--- src/rtl/digit_pkg.sv ---
// digit_pkg: shared types for the digit bounding-box front end.
//   COORD_W            width of a pixel line/column index
//   H_ACT_DEF/V_ACT_DEF default active frame size
//   coord_t            one line or column index
//   edge_pair_t        packed {far, near} edge pair, the layout the
//                      downstream recogniser takes on its edge inputs
//   bbox_state_e       scan state machine encoding
package digit_pkg;
  localparam int COORD_W   = 10;
  localparam int H_ACT_DEF = 640;
  localparam int V_ACT_DEF = 480;

  typedef logic [COORD_W-1:0] coord_t;

  typedef struct packed {
    coord_t far;
    coord_t near;
  } edge_pair_t;

  typedef enum logic [1:0] {
    ST_IDLE = 2'd0,
    ST_SCAN = 2'd1,
    ST_DONE = 2'd2
  } bbox_state_e;
endpackage

--- src/rtl/bw_run_filter.sv ---
// bw_run_filter: per-line run-length filter on the binarized pixel stream.
//   clk, rst      clock, synchronous active-low reset
//   in_frame      current pixel lies inside the active window
//   iCol          current pixel column
//   iBWData       binarized pixel, foreground when below THRESH
//   qual          this pixel is part of a run at least MIN_RUN long
//   run_start     this pixel is the one that just made the run qualify
module bw_run_filter
  import digit_pkg::*;
#(
  parameter logic [9:0] THRESH  = 10'd512,
  parameter int         MIN_RUN = 3
) (
  input  logic               clk,
  input  logic               rst,
  input  logic               in_frame,
  input  logic [COORD_W-1:0] iCol,
  input  logic [9:0]         iBWData,
  output logic               qual,
  output logic               run_start
);

  logic [3:0] run_q, run_base, run_nxt;
  logic       fg;

  assign fg = iBWData < THRESH;

  always_comb begin
    // column 0 starts a fresh line, so a run never wraps across lines
    run_base = (iCol == '0) ? 4'd0 : run_q;
    if (!fg)
      run_nxt = 4'd0;
    else if (run_base == 4'hF)
      run_nxt = 4'hF;
    else
      run_nxt = run_base + 4'd1;
  end

  // background forces run_nxt to 0, and MIN_RUN >= 1, so qual implies fg
  assign qual      = run_nxt >= 4'(MIN_RUN);
  assign run_start = run_nxt == 4'(MIN_RUN);

  always_ff @(posedge clk) begin
    if (!rst)
      run_q <= 4'd0;
    else if (in_frame)
      run_q <= run_nxt;
  end

endmodule

--- src/rtl/digit_bbox_detect.sv ---
// digit_bbox_detect: scans one binarized frame in raster order and reports
// the bounding box of run-filtered foreground at end of frame.
//   clk, rst        clock, synchronous active-low reset
//   en              enable; low aborts a scan in progress
//   iRow, iCol      coordinate of the current pixel
//   iBWData         binarized pixel (3FF white, 000 black)
//   oEdge_Row       {bottom, top} of the last completed frame
//   oEdge_Col       {right, left} of the last completed frame
//   oFound          last completed frame held qualified foreground
//   oValid          one-cycle strobe when the outputs above update
module digit_bbox_detect
  import digit_pkg::*;
#(
  parameter int         H_ACT   = H_ACT_DEF,
  parameter int         V_ACT   = V_ACT_DEF,
  parameter logic [9:0] THRESH  = 10'd512,
  parameter int         MIN_RUN = 3
) (
  input  logic                 clk,
  input  logic                 rst,
  input  logic                 en,
  input  logic [COORD_W-1:0]   iRow,
  input  logic [COORD_W-1:0]   iCol,
  input  logic [9:0]           iBWData,
  output logic [2*COORD_W-1:0] oEdge_Row,
  output logic [2*COORD_W-1:0] oEdge_Col,
  output logic                 oFound,
  output logic                 oValid
);

  localparam coord_t ROW_LAST = coord_t'(V_ACT - 1);
  localparam coord_t COL_LAST = coord_t'(H_ACT - 1);

  bbox_state_e state, state_nxt;

  logic   in_frame, at_origin, at_last, start, proc, fin;
  logic   qual, run_start;
  coord_t top_q, bot_q, left_q, right_q;
  coord_t top_b, bot_b, left_b, right_b;
  coord_t top_n, bot_n, left_n, right_n;
  coord_t left_cand;
  logic   hit_q, hit_b, hit_n;
  edge_pair_t row_pair, col_pair;

  assign in_frame  = (iRow < coord_t'(V_ACT)) && (iCol < coord_t'(H_ACT));
  assign at_origin = (iRow == '0) && (iCol == '0);
  assign at_last   = (iRow == ROW_LAST) && (iCol == COL_LAST);

  // a frame may start either from IDLE or in the single DONE cycle
  assign start = en && at_origin && (state == ST_IDLE || state == ST_DONE);
  assign proc  = en && in_frame && (state == ST_SCAN || start);
  assign fin   = en && at_last && (state == ST_SCAN);

  bw_run_filter #(
    .THRESH  (THRESH),
    .MIN_RUN (MIN_RUN)
  ) u_filt (
    .clk       (clk),
    .rst       (rst),
    .in_frame  (in_frame),
    .iCol      (iCol),
    .iBWData   (iBWData),
    .qual      (qual),
    .run_start (run_start)
  );

  // ---- FSM: state register
  always_ff @(posedge clk) begin
    if (!rst)
      state <= ST_IDLE;
    else
      state <= state_nxt;
  end

  // ---- FSM: next state
  always_comb begin
    state_nxt = state;
    case (state)
      ST_IDLE: if (start) state_nxt = ST_SCAN;
      ST_SCAN: begin
        if (!en)
          state_nxt = ST_IDLE;
        else if (at_last)
          state_nxt = ST_DONE;
      end
      ST_DONE: state_nxt = start ? ST_SCAN : ST_IDLE;
      default: state_nxt = ST_IDLE;
    endcase
  end

  // ---- FSM: outputs
  always_comb begin
    oValid = (state == ST_DONE);
  end

  // ---- accumulators: frame start seeds them, then the pixel is folded in
  assign left_cand = iCol - coord_t'(MIN_RUN - 1);

  always_comb begin
    top_b   = start ? ROW_LAST : top_q;
    bot_b   = start ? '0       : bot_q;
    left_b  = start ? COL_LAST : left_q;
    right_b = start ? '0       : right_q;
    hit_b   = start ? 1'b0     : hit_q;

    top_n   = top_b;
    bot_n   = bot_b;
    left_n  = left_b;
    right_n = right_b;
    hit_n   = hit_b;

    if (proc && qual) begin
      if (iRow < top_b)   top_n = iRow;
      if (iRow > bot_b)   bot_n = iRow;
      // the run's first pixel is MIN_RUN-1 columns back from here
      if (run_start && (left_cand < left_b)) left_n = left_cand;
      if (iCol > right_b) right_n = iCol;
      hit_n = 1'b1;
    end
  end

  always_ff @(posedge clk) begin
    if (!rst) begin
      top_q   <= ROW_LAST;
      bot_q   <= '0;
      left_q  <= COL_LAST;
      right_q <= '0;
      hit_q   <= 1'b0;
    end else if (proc) begin
      top_q   <= top_n;
      bot_q   <= bot_n;
      left_q  <= left_n;
      right_q <= right_n;
      hit_q   <= hit_n;
    end
  end

  // ---- output latch: uses the folded values so a qualified final pixel counts
  always_comb begin
    row_pair.far  = bot_n;
    row_pair.near = top_n;
    col_pair.far  = right_n;
    col_pair.near = left_n;
  end

  always_ff @(posedge clk) begin
    if (!rst) begin
      oEdge_Row <= '0;
      oEdge_Col <= '0;
      oFound    <= 1'b0;
    end else if (fin) begin
      oEdge_Row <= hit_n ? row_pair : '0;
      oEdge_Col <= hit_n ? col_pair : '0;
      oFound    <= hit_n;
    end
  end

endmodule

--- config.mk ---
export PLATFORM = sky130hd
export DESIGN_NAME = digit_bbox_detect
export DESIGN_NICKNAME = d
export VERILOG_FILES = /design/src/rtl/digit_pkg.sv /design/src/rtl/bw_run_filter.sv /design/src/rtl/digit_bbox_detect.sv
export SDC_FILE = /design/constraint.sdc
export NUM_CORES = 1
export LEC_CHECK = 0
export CAP_MARGIN = 20
export CORE_MARGIN = 5
export CORE_UTILIZATION = 45
export CTS_BUF_LIST = sky130_fd_sc_hd__clkbuf_4 sky130_fd_sc_hd__clkbuf_8 sky130_fd_sc_hd__clkbuf_16
export CTS_CLUSTER_SIZE = 14
export DETAILED_ROUTE_END_ITERATION = 10
export GPL_ROUTABILITY_DRIVEN = 1
export GPL_TIMING_DRIVEN = 0
export PLACE_DENSITY = 0.8
export SYNTH_ARGS = -nofsm -noshare
export SYNTH_HDL_FRONTEND = slang
export SYNTH_SLANG_ARGS = --single-unit
--- constraint.sdc ---
create_clock -name clk -period 6.2 [get_ports clk]
set_input_delay 0.62 -clock clk [delete_from_list [all_inputs] [get_ports clk]]
set_output_delay 0.62 -clock clk [all_outputs]
set_load 0.02 [all_outputs]
# Yosys cells after proc, flatten, opt, wreduce, memory -nomap -nowiden
# Index checks and enable logic that the tools add are counted.
# op_classes
eq_ne	8
n_mux	24
magnitude_cmp	8
n_reduce_logical	17
addsub	2
# ops
operator	count
$mux W10	12
$mux W20	2
$gt A10 B10 Y1	2
$logic_not A10 Y1	2
$lt A10 B10 Y1	2
$lt A10 B10 Y1 const B	2
$mux W4	3
$logic_and A1 B1 Y1	11
$eq A10 B10 Y1 const B	1
$eq A10 B9 Y1 const B	1
$lt A10 B9 Y1 const B	1
$sub A10 B2 Y10 const B	1
$mux W2	3
$pmux W2 S3	1
$add A4 B1 Y4 const B	1
$eq A4 B2 Y1 const B	1
$eq A4 B4 Y1 const B	1
$ge A4 B2 Y1 const B	1
$mux W1	3
$ne A3 B3 Y1 const B	1
$eq A2 B1 Y1 const B	1
$eq A2 B2 Y1 const B	1
$logic_not A2 Y1	1
$logic_or A1 B1 Y1	2
other kinds (2)	2
# totals
regBits	88
output_inout_bits	42
inputBits	33

# Logic depth before layout (Yosys ltp)
# Gate-level depths: netlist (run 1).
# depth
word_depth	10
depth_mapped	14
depth_no_buf	12

# By module
# From an unflattened synthesis (run 1), not the netlist that was laid out.
# unflattened
hier_cells	546
area_unflattened_um2	4750.8
# by_module_without_submodules
module	seq_area_each_um2	area_per_inst_um2	n_inst	cells_each
digit_bbox_detect	1681.6	4355.4	1	498
bw_run_filter	80.1	395.4	1	48

# Worst setup path before layout (run 1)
# No wires, ideal clock.
# synth_timing
kind	in2reg
from	in iCol[3]
to	reg oEdge_Row[9]
cell_stages	13
arrival_ps	3682
setup_ps	87
n_path_buf	2
path_slack_ps	2431
cell_sequence	nor4_4 > and3_1 > and2_1 > buf_2 > buf_1 > nor2_1 > ha_1 > nand4_1 > nor2_1 > nand2_1 > o311ai_2 > nor2_1 > o31ai_1
# synth_via
elab_chain_len	9
word_cells_on_any_way	27
# synth_lines
element	line	rtl
start, declared	digit_bbox_detect.sv:23	input logic [COORD_W-1:0] iCol,
$logic_not A10 Y1	bw_run_filter.sv:30, digit_bbox_detect.sv:46	
$mux W4 or $logic_and A1 B1 Y1 (tied branches)	bw_run_filter.sv:30, digit_bbox_detect.sv:46	
$add A4 B1 Y4, or another cell as far along	bw_run_filter.sv:36	run_nxt = run_base + 4'd1;
$mux W4 or $logic_and A1 B1 Y1 (tied branches)	bw_run_filter.sv:33, digit_bbox_detect.sv:50	
$mux W4, or another cell as far along	bw_run_filter.sv:31	if (!fg)
$ge A4 B2 Y1, or another cell as far along	bw_run_filter.sv:40	assign qual = run_nxt >= 4'(MIN_RUN);
$logic_and A1 B1 Y1 or $mux W10 (tied branches)	digit_bbox_detect.sv:112, digit_bbox_detect.sv:113	
$mux W10 or $mux W1 (tied branches)	digit_bbox_detect.sv:112	if (proc && qual) begin
$mux W20	digit_bbox_detect.sv:152	oEdge_Row <= hit_n ? row_pair : '0;
end signal, assigned	digit_bbox_detect.sv:152	
end, declared	digit_bbox_detect.sv:25	output logic [2*COORD_W-1:0] oEdge_Row,
# Parallel ways exist; a longest one is shown, timed or not.
# A chain may end at the register's enable or synchronous reset.

# Final worst setup path (run 1)
# layout_timing
from	in iCol[3]
to	reg oEdge_Col[3]
# layout_via
elab_chain_len	10
word_cells_on_any_way	30
# layout_lines
element	line	rtl
branches (longest 10 deep; another with $add A4 B1 Y4)	n/a	
end signal, assigned	digit_bbox_detect.sv:153	oEdge_Col <= hit_n ? col_pair : '0;
end, declared	digit_bbox_detect.sv:26	output logic [2*COORD_W-1:0] oEdge_Col,
# Parallel ways; which one is timed is not known.

==> results of run 1 <==
[cell usage after synthesis (all sizes together) (8+ instances only)]
master | n | area share (%)
dfxtp | 88 | 37
nand2 | 61 | 4.8
ha | 40 | 10
o21ai | 27 | 2.9
nor2 | 24 | 1.9
a32o | 19 | 4.0
a21oi | 18 | 2.0
nor4 | 18 | 4.4
a21boi | 17 | 3.2
o31ai | 17 | 3.5
a221o | 16 | 3.3
nor3 | 15 | 1.7
clkbuf | 13 | 1.0
a21o | 12 | 1.9
buf | 12 | 1.6
and3 | 11 | 1.4
and2 | 9 | 1.2
nand4 | 8 | 1.0
[state kept, by name (all words and copies together) (netlist names)]
register,cells
bot_q,10
hit_q,1
top_q,10
state,2
oEdge_Col,20
u_filt.run_q,4
right_q,10
oFound,1
left_q,10
oEdge_Row,20
[worst reg2reg max path, delay by kind of cell, from the launching register on]
family | cells | cell delay, ps
flops | 1 | 330
fa+ha+maj | 1 | 330
simple gates | 7 | 2030
compound gates | 3 | 730
buf+inv | 2 | 790
[power by group through the flow]
stage	Sequential [mW]	Combinational (mW)	Clock, mW
detailed placement	0.579	0.100	0
global placement	0.579	0.0967	0
finish	0.566	0.103	0.455
global route	0.566	0.112	0.483
floorplan	0.579	0.0529	0
CTS	0.566	0.101	0.462
[logic make-up after synthesis]
| logic type | after synthesis |
|---|---|
| multiplexers | 2 |
| AND/OR/NAND/NOR | 175 |
| flip-flops | 88 |
| buffers and inverters | 33 |
| XOR/XNOR | 7 |
| adder cells (fa/ha/maj) | 40 |
| AO/OA/AOI/OAI | 157 |
[layer usage]
layer | part of all wire (%) | global-route usage, % | vias up
met5 | 0 | 0 | -
met4 | 2.8 | 8.734 | 0
met3 | 6.3 | 4.171 | 34
met2 | 48 | 34.95 | 156
met1 | 43 | 26.27 | 2092
li1 | - | - | 2082
[final cells by class]
class	count	area (µm²)	area share (%)
Sequential cell	88	1762	30.30
Clock buffer	10	137.6	2.367
Multi-Input combinational cell	381	2867	49.30
Inverter	8	30.03	0.5165
Timing Repair Buffer	63	630.6	10.85
Tap cell	136	170.2	2.927
Clock inverter	6	91.34	1.571
Buffer	25	126.4	2.173
[worst min-delay path by stage]
stage | endpoint | slack (ps) | depth (start not counted)
after floorplan | bot_q[9] | 450 | 2
after global placement | oEdge_Row[5] | 440 | 2
after detailed placement | oEdge_Row[5] | 440 | 2
after CTS | oEdge_Row[5] | 460 | 2
after global routing | oEdge_Col[6] | 470 | 2
final | oEdge_Row[5] | 450 | 2
==> summary.md, run 1 <==
| Metric | Value |
|---|---|
| Synth cell types | 63 |
| Synth Flop Type | dfxtp_1 |
| Mapped Cells | approximately 500 |
| Relative slew slack | 21.62% |
| Clk pwr share | roughly 40% |
| Most frequent cells in the layout | 88 x dfxtp_1, 63 x clkdlybuf4s50_1, 61 x nand2_1 |
| Pin count of the biggest net entering global routing | 16 |
| Arr. time, crit path | approximately 5300 ps |
| Post-synthesis sequential area ratio | 36.82% |
| Initial drt markers | between 200 and 300 |
| Final WS setup | about 1200 ps |
| Highest achievable clock rate | just under 200 MHz |
| Die Wd | roughly 110 µm |
| Final Hold Viols | 0 |
| Drt drc | 0 |
| Slowest cell delay on critical path | between 800 and 900 ps |
| Fin Setup TNS | 0 ps |
| TritonCTS Buffers | 9 |
| Final design area excluding fillers | just under 6000 µm² |
| Via count | roughly 4400 |
| Post-Place Worst Slack | roughly 900 ps |
| Synth warn | 0 |
| Placed Cells | approximately 700 |
| Async set-or-reset flop fraction in the synthesized netlist | 0% |
| Crit path max fanout | 10 |
| # IOs | 75 |
| Comb pwr share | a little under a tenth |
| Worst R2R Setup Slack | 1900 ps |
| WL final | around 13 mm |
| DP HPWL | around 9.8 mm |
| Die area | 12800 µm² |
| Main combinational cell family by area after synthesis | compound AO/OA/AOI/OAI gates |
| Wire per inst | roughly 18 µm |
| Tmin final | around 5000 ps |
| Syn avg cell area | ~9.5 µm² |
| Starting Density | between 40% and 50% |
| Int Power | about 0.84 mW |
| # H-tree levels | 3 |
| CTS resizes | 0 |
| Fin. max-slew vios | 0 |
| Layout cells sized above 1 | between 10% and 20% |
| Critical path endpoint category | register |
| GRT Resource Usage Total | approximately a fifth |
| Commonest non-fill, non-tap cell in the layout | dfxtp_1 |
| RR Startpoint | state[0] |
| Critical Path End | oEdge_Col[3] |
| Run status | finished, final reports clean |
| Post-CTS Setup Repair Bufs | 0 |
| Synth Net Count | 575 |
| Clock tree sinks | 88 |
| Max Cap Violations | 0 |
| Row cnt | 37 |
| Mux share of post-synthesis cell area | less than 1% |
| Levels on crit path | 14 |
| Reg clk slew, reported paths | 90 ps |
| Hold_ws | approximately 450 ps |
| CTS Hold Bufs | 0 |
| Reg2Reg Depth | 13 |
| Leak pwr | 2.129 nW |
| Switching pwr | roughly 0.28 mW |
| Flops & latches, synth | 88 |
| Die height | between 100 and 150 µm |
| Switching part of the total power | approximately a quarter |
| Worst path slowest cell | nor3_1 |
| First-pass GRT wire length | 21.78 mm |
| Nets | approximately 650 |
| PwrDens | a little under 200 nW/µm² |
| Crit path buffers/inverters | 3 |
| Clock buffer depth | 2 |
| Worst hold-check path type | reg -> reg |
| Worst-Margin Slew | 1174 ps |
| Synthesized area | ~4800 µm² |
| # diodes | 0 |
| HP Start | oEdge_Row[5] |
| Antenna Nets Post-Route | 0 |
| GRT overflow | 0 |
| FF-to-FF End | oEdge_Col[3] |
| Simple-Gate Fraction of Synth Area | between 20 and 25% |
| Share of power burned in registers | 50.3% |
| Crit path max-delay family | simple AND/OR/NAND/NOR gates |
| Via/cell ratio | 6.086 |
| Initial antenna violation count | 0 |
| Non-filler cells, final | 717 |
| Power, Total | around 1.1 mW |
| Area delta synth->final | 21.52% |
| CTS root buf | clkbuf_8 |
| Final Skew | 9.045 ps |
| Adder-cell share of the synthesized area | a little over a tenth |
| Latest clock arrival within the worst-skew pair | around 370 ps |
| TritonRoute pass-1 iters | 5 |
| CTS tree | built |
| CP Data Required Time | 6470 ps |
| CP cell instances | clkdlybuf4s50_1, nor4_4, and3_1, and2_1, buf_2, buf_1, nor2_1, ha_1, and4_1, nand4b_1, a21oi_1, nor3_1, a21boi_0, o31ai_1 |
| FILL cells | 936 |
| Setup crit start | iCol[3] |
| Peak VDD IR | roughly 0.00012 V |
| Port bufs | 63 |
| Finished Core Util | between 50 and 60% |
| EDFF count, synth | 0 |
| Final worst path period share | between 80% and 90% |
| Routability cong. | about 0.93 |
| Synth Area in Compound Gates | 27.20% |
| Crit Path Class | in -> reg |
| Core Box Area | 10370 µm² |
| Critical path launch point type | input port |
| Number of global-route vias before repair | roughly 4500 |
| Synth Area in XOR/XNOR | around 1.3% |
| RSZ-0062 raised after global routing | false |
| Post-DP Area | around 5600 µm² |
| Final setup fails | 0 |
Note: power is estimated with default switching activity, not from simulation.
==> inputs of run 2 (changes only) <==
- PLACE_DENSITY: 0.8 -> 0.82
- clock period: 6.2 -> 4.2 ns (I/O delays scaled with it)
==> run 2 against run 1 <==
  * Count of clock-buffer cells in the layout is 2 higher
  * Clock skew decreased by 1.1 ps
  * Sequential power increased by 48%
  * Worst setup slack got worse by 990 ps
  * Combinational power is 57% higher
  * Clock power grew 16%
  * Core utilization is 0.93 points higher
==> summary.md, run 2 (synthesis gave the netlist of run 1 again) <==
| Metric | Value |
|---|---|
| Placed Cells | 701 (unchanged) |
| Antenna Nets Post-Route | 0 (unchanged) |
| Critical Path End | oEdge_Col[3] (unchanged) |
| CTS tree | built (unchanged) |
| Relative slew slack | 42.41% (was 21.62%) |
| Die height | 113.1 µm (unchanged) |
| Routability cong. | 0.9322 (was 0.9264) |
| FILL cells | 920 (was 936) |
| Most frequent cells in the layout | 88 x dfxtp_1, 62 x clkdlybuf4s50_1, 60 x nand2_1 (was 88 x dfxtp_1, 63 x clkdlybuf4s50_1, 61 x nand2_1) |
| Finished Core Util | 57.00% (was 56.07%) |
| Tmin final | slightly above 4000 ps |
| Final Hold Viols | 0 (unchanged) |
| WL final | 13.44 mm (was 13.14 mm) |
| Final worst path period share | a little over nine tenths |
| Power, Total | 1.525 mW (was 1.123 mW) |
| Via count | 4458 (was 4364) |
| Final Skew | 7.943 ps (was 9.045 ps) |
| Highest achievable clock rate | approximately 250 MHz |
| DP HPWL | 9.881 mm (was 9.780 mm) |
| Row cnt | 37 (unchanged) |
| FF+latch area | 1762 µm² (unchanged) |
| Crit path max fanout | 10 (unchanged) |
| Run status | finished, final reports clean (unchanged) |
| Fin Setup TNS | 0 ps (unchanged) |
| Core Box Area | 10370 µm² (unchanged) |
| Latest clock arrival within the worst-skew pair | 360 ps (was 370 ps) |
| Nets | 656 (was 649) |
| Critical path launch point type | input port (unchanged) |
| Arr. time, crit path | 4270 ps (was 5310 ps) |
| Crit Path Class | in -> reg (unchanged) |
| Number of global-route vias before repair | 4393 (was 4498) |
| Pin count of the biggest net entering global routing | 14 (was 16) |
| Clock buffer depth | 2 (unchanged) |
| Peak VDD IR | 0.0001309 V (was 0.0001175 V) |
| Drt drc | 0 (unchanged) |
| Leak pwr | 2.166 nW (was 2.129 nW) |
| Reg clk slew, reported paths | 80 ps (was 90 ps) |
| Layout cells sized above 1 | 14.14% (was 10.84%) |
| # H-tree levels | 3 (unchanged) |
| Multi-input gate area | 2959 µm² (was 2867 µm²) |
| GRT overflow | 0 (unchanged) |
| Setup crit start | iCol[6] (was iCol[3]) |
| Reg2Reg Depth | 13 (unchanged) |
| Fin. max-slew vios | 0 (unchanged) |
| Die area | 12800 µm² (unchanged) |
| Critical path endpoint category | register (unchanged) |
| Max Cap Violations | 0 (unchanged) |
| Largest regs | oEdge_Col (20), oEdge_Row (20) (unchanged) |
| Initial drt markers | 353 (was 274) |
| GRT Resource Usage Total | 20.71% (was 20.90%) |
| Commonest non-fill, non-tap cell in the layout | dfxtp_1 (unchanged) |
| FF-to-FF End | top_q[0] (was oEdge_Col[3]) |
| Final design area excluding fillers | 5911 µm² (was 5814 µm²) |
| CTS Hold Bufs | 0 (unchanged) |
| Clock tree sinks | 88 (unchanged) |
| # IOs | 75 (unchanged) |
| TritonCTS Buffers | 9 (unchanged) |
| Worst hold-check path type | reg -> reg (unchanged) |
| Via/cell ratio | 6.166 (was 6.086) |
| Worst R2R Setup Slack | 700 ps (was 1900 ps) |
| Worst-Margin Slew | 863.8 ps (was 1174 ps) |
| CTS root buf | clkbuf_8 (unchanged) |
| Port bufs | 63 (unchanged) |
| PwrDens | 258.0 nW/µm² (was 193.2 nW/µm²) |
| TritonRoute pass-1 iters | 6 (was 5) |
| Area delta synth->final | 23.54% (was 21.52%) |
| RR Startpoint | state[0] (unchanged) |
| CP Data Required Time | 4440 ps (was 6470 ps) |
| Initial antenna violation count | 0 (unchanged) |
| # diodes | 0 (unchanged) |
| Starting Density | 46.14% (unchanged) |
| Wire per inst | 18.59 µm (was 18.33 µm) |
| Die Wd | 113.1 µm (unchanged) |
| Post-DP Area | 5585 µm² (unchanged) |
| Non-filler cells, final | 723 (was 717) |
| Final setup fails | 0 (unchanged) |
| RSZ-0062 raised after global routing | false (unchanged) |
| First-pass GRT wire length | 21.60 mm (was 21.78 mm) |
run 2: critical path, stage by stage:
cell and delay, ps:
clkdlybuf4s50_1 600, nor4_4 360, buf_4 190, nand3_1 140
and2_1 230, ha_1 330, nor2b_1 140, and4_1 230
or3_1 410, o31ai_2 520, buf_4 320, buf_2 260
o31ai_1 110
run 2: final cells by class:
class / count / area share [%]
tap: 136 / 2.879
buffer: 24 / 2.202
multi-input combinational: 381 / 50.06
timing repair buffer: 71 / 11.73
sequential: 88 / 29.81
inverter: 8 / 0.5080
clock inverter: 3 / 0.3387
clock buffer: 12 / 2.477
run 2: what timing repair did:
item	CTS	global route
buffers inserted	1	7
pin swaps	0	3
hold endpoints to repair	0	0
endpoints found under the setup margin	59	79
resized for setup	7	15
gates cloned	0	0
run 2: worst min-delay path by stage:
stage | start | to | slack (ps) | depth (start not counted)
after floorplan | bot_q[9] | bot_q[9] | 450 | 2
after global placement | oEdge_Row[5] | oEdge_Row[5] | 440 | 2
after detailed placement | oEdge_Col[0] | oEdge_Col[0] | 440 | 2
after CTS | oEdge_Col[4] | oEdge_Col[4] | 460 | 2
after global routing | oEdge_Col[5] | oEdge_Col[5] | 470 | 2
final | oEdge_Col[5] | oEdge_Col[5] | 460 | 2
run 2: layer usage:
layer | GRT usage (%) | vias to the layer above | part of all wire (%)
met5 | 0 | - | 0
met4 | 8.413 | 0 | 2.1
li1 | - | 2106 | -
met2 | 34.83 | 154 | 50
met3 | 3.476 | 28 | 5.7
met1 | 26.36 | 2170 | 43
run 2: through the flow:
stage	hold slack [ps]	setup WS [ps]
6_report	455.4	167.4
5_1_grt	474.4	11.69
4_1_cts	460.1	5.627
3_5_place_dp	443.9	-834.8
3_3_place_gp	442.7	-720.7
2_1_floorplan	447.5	630.9
run 2: report_power, final:
group          leakage (nW)  switching [mW]  total (mW)  internal [mW]
Sequential            0.709        0.000750       0.835          0.834
Combinational          1.37           0.102       0.162         0.0601
Clock                0.0827           0.297       0.528          0.231
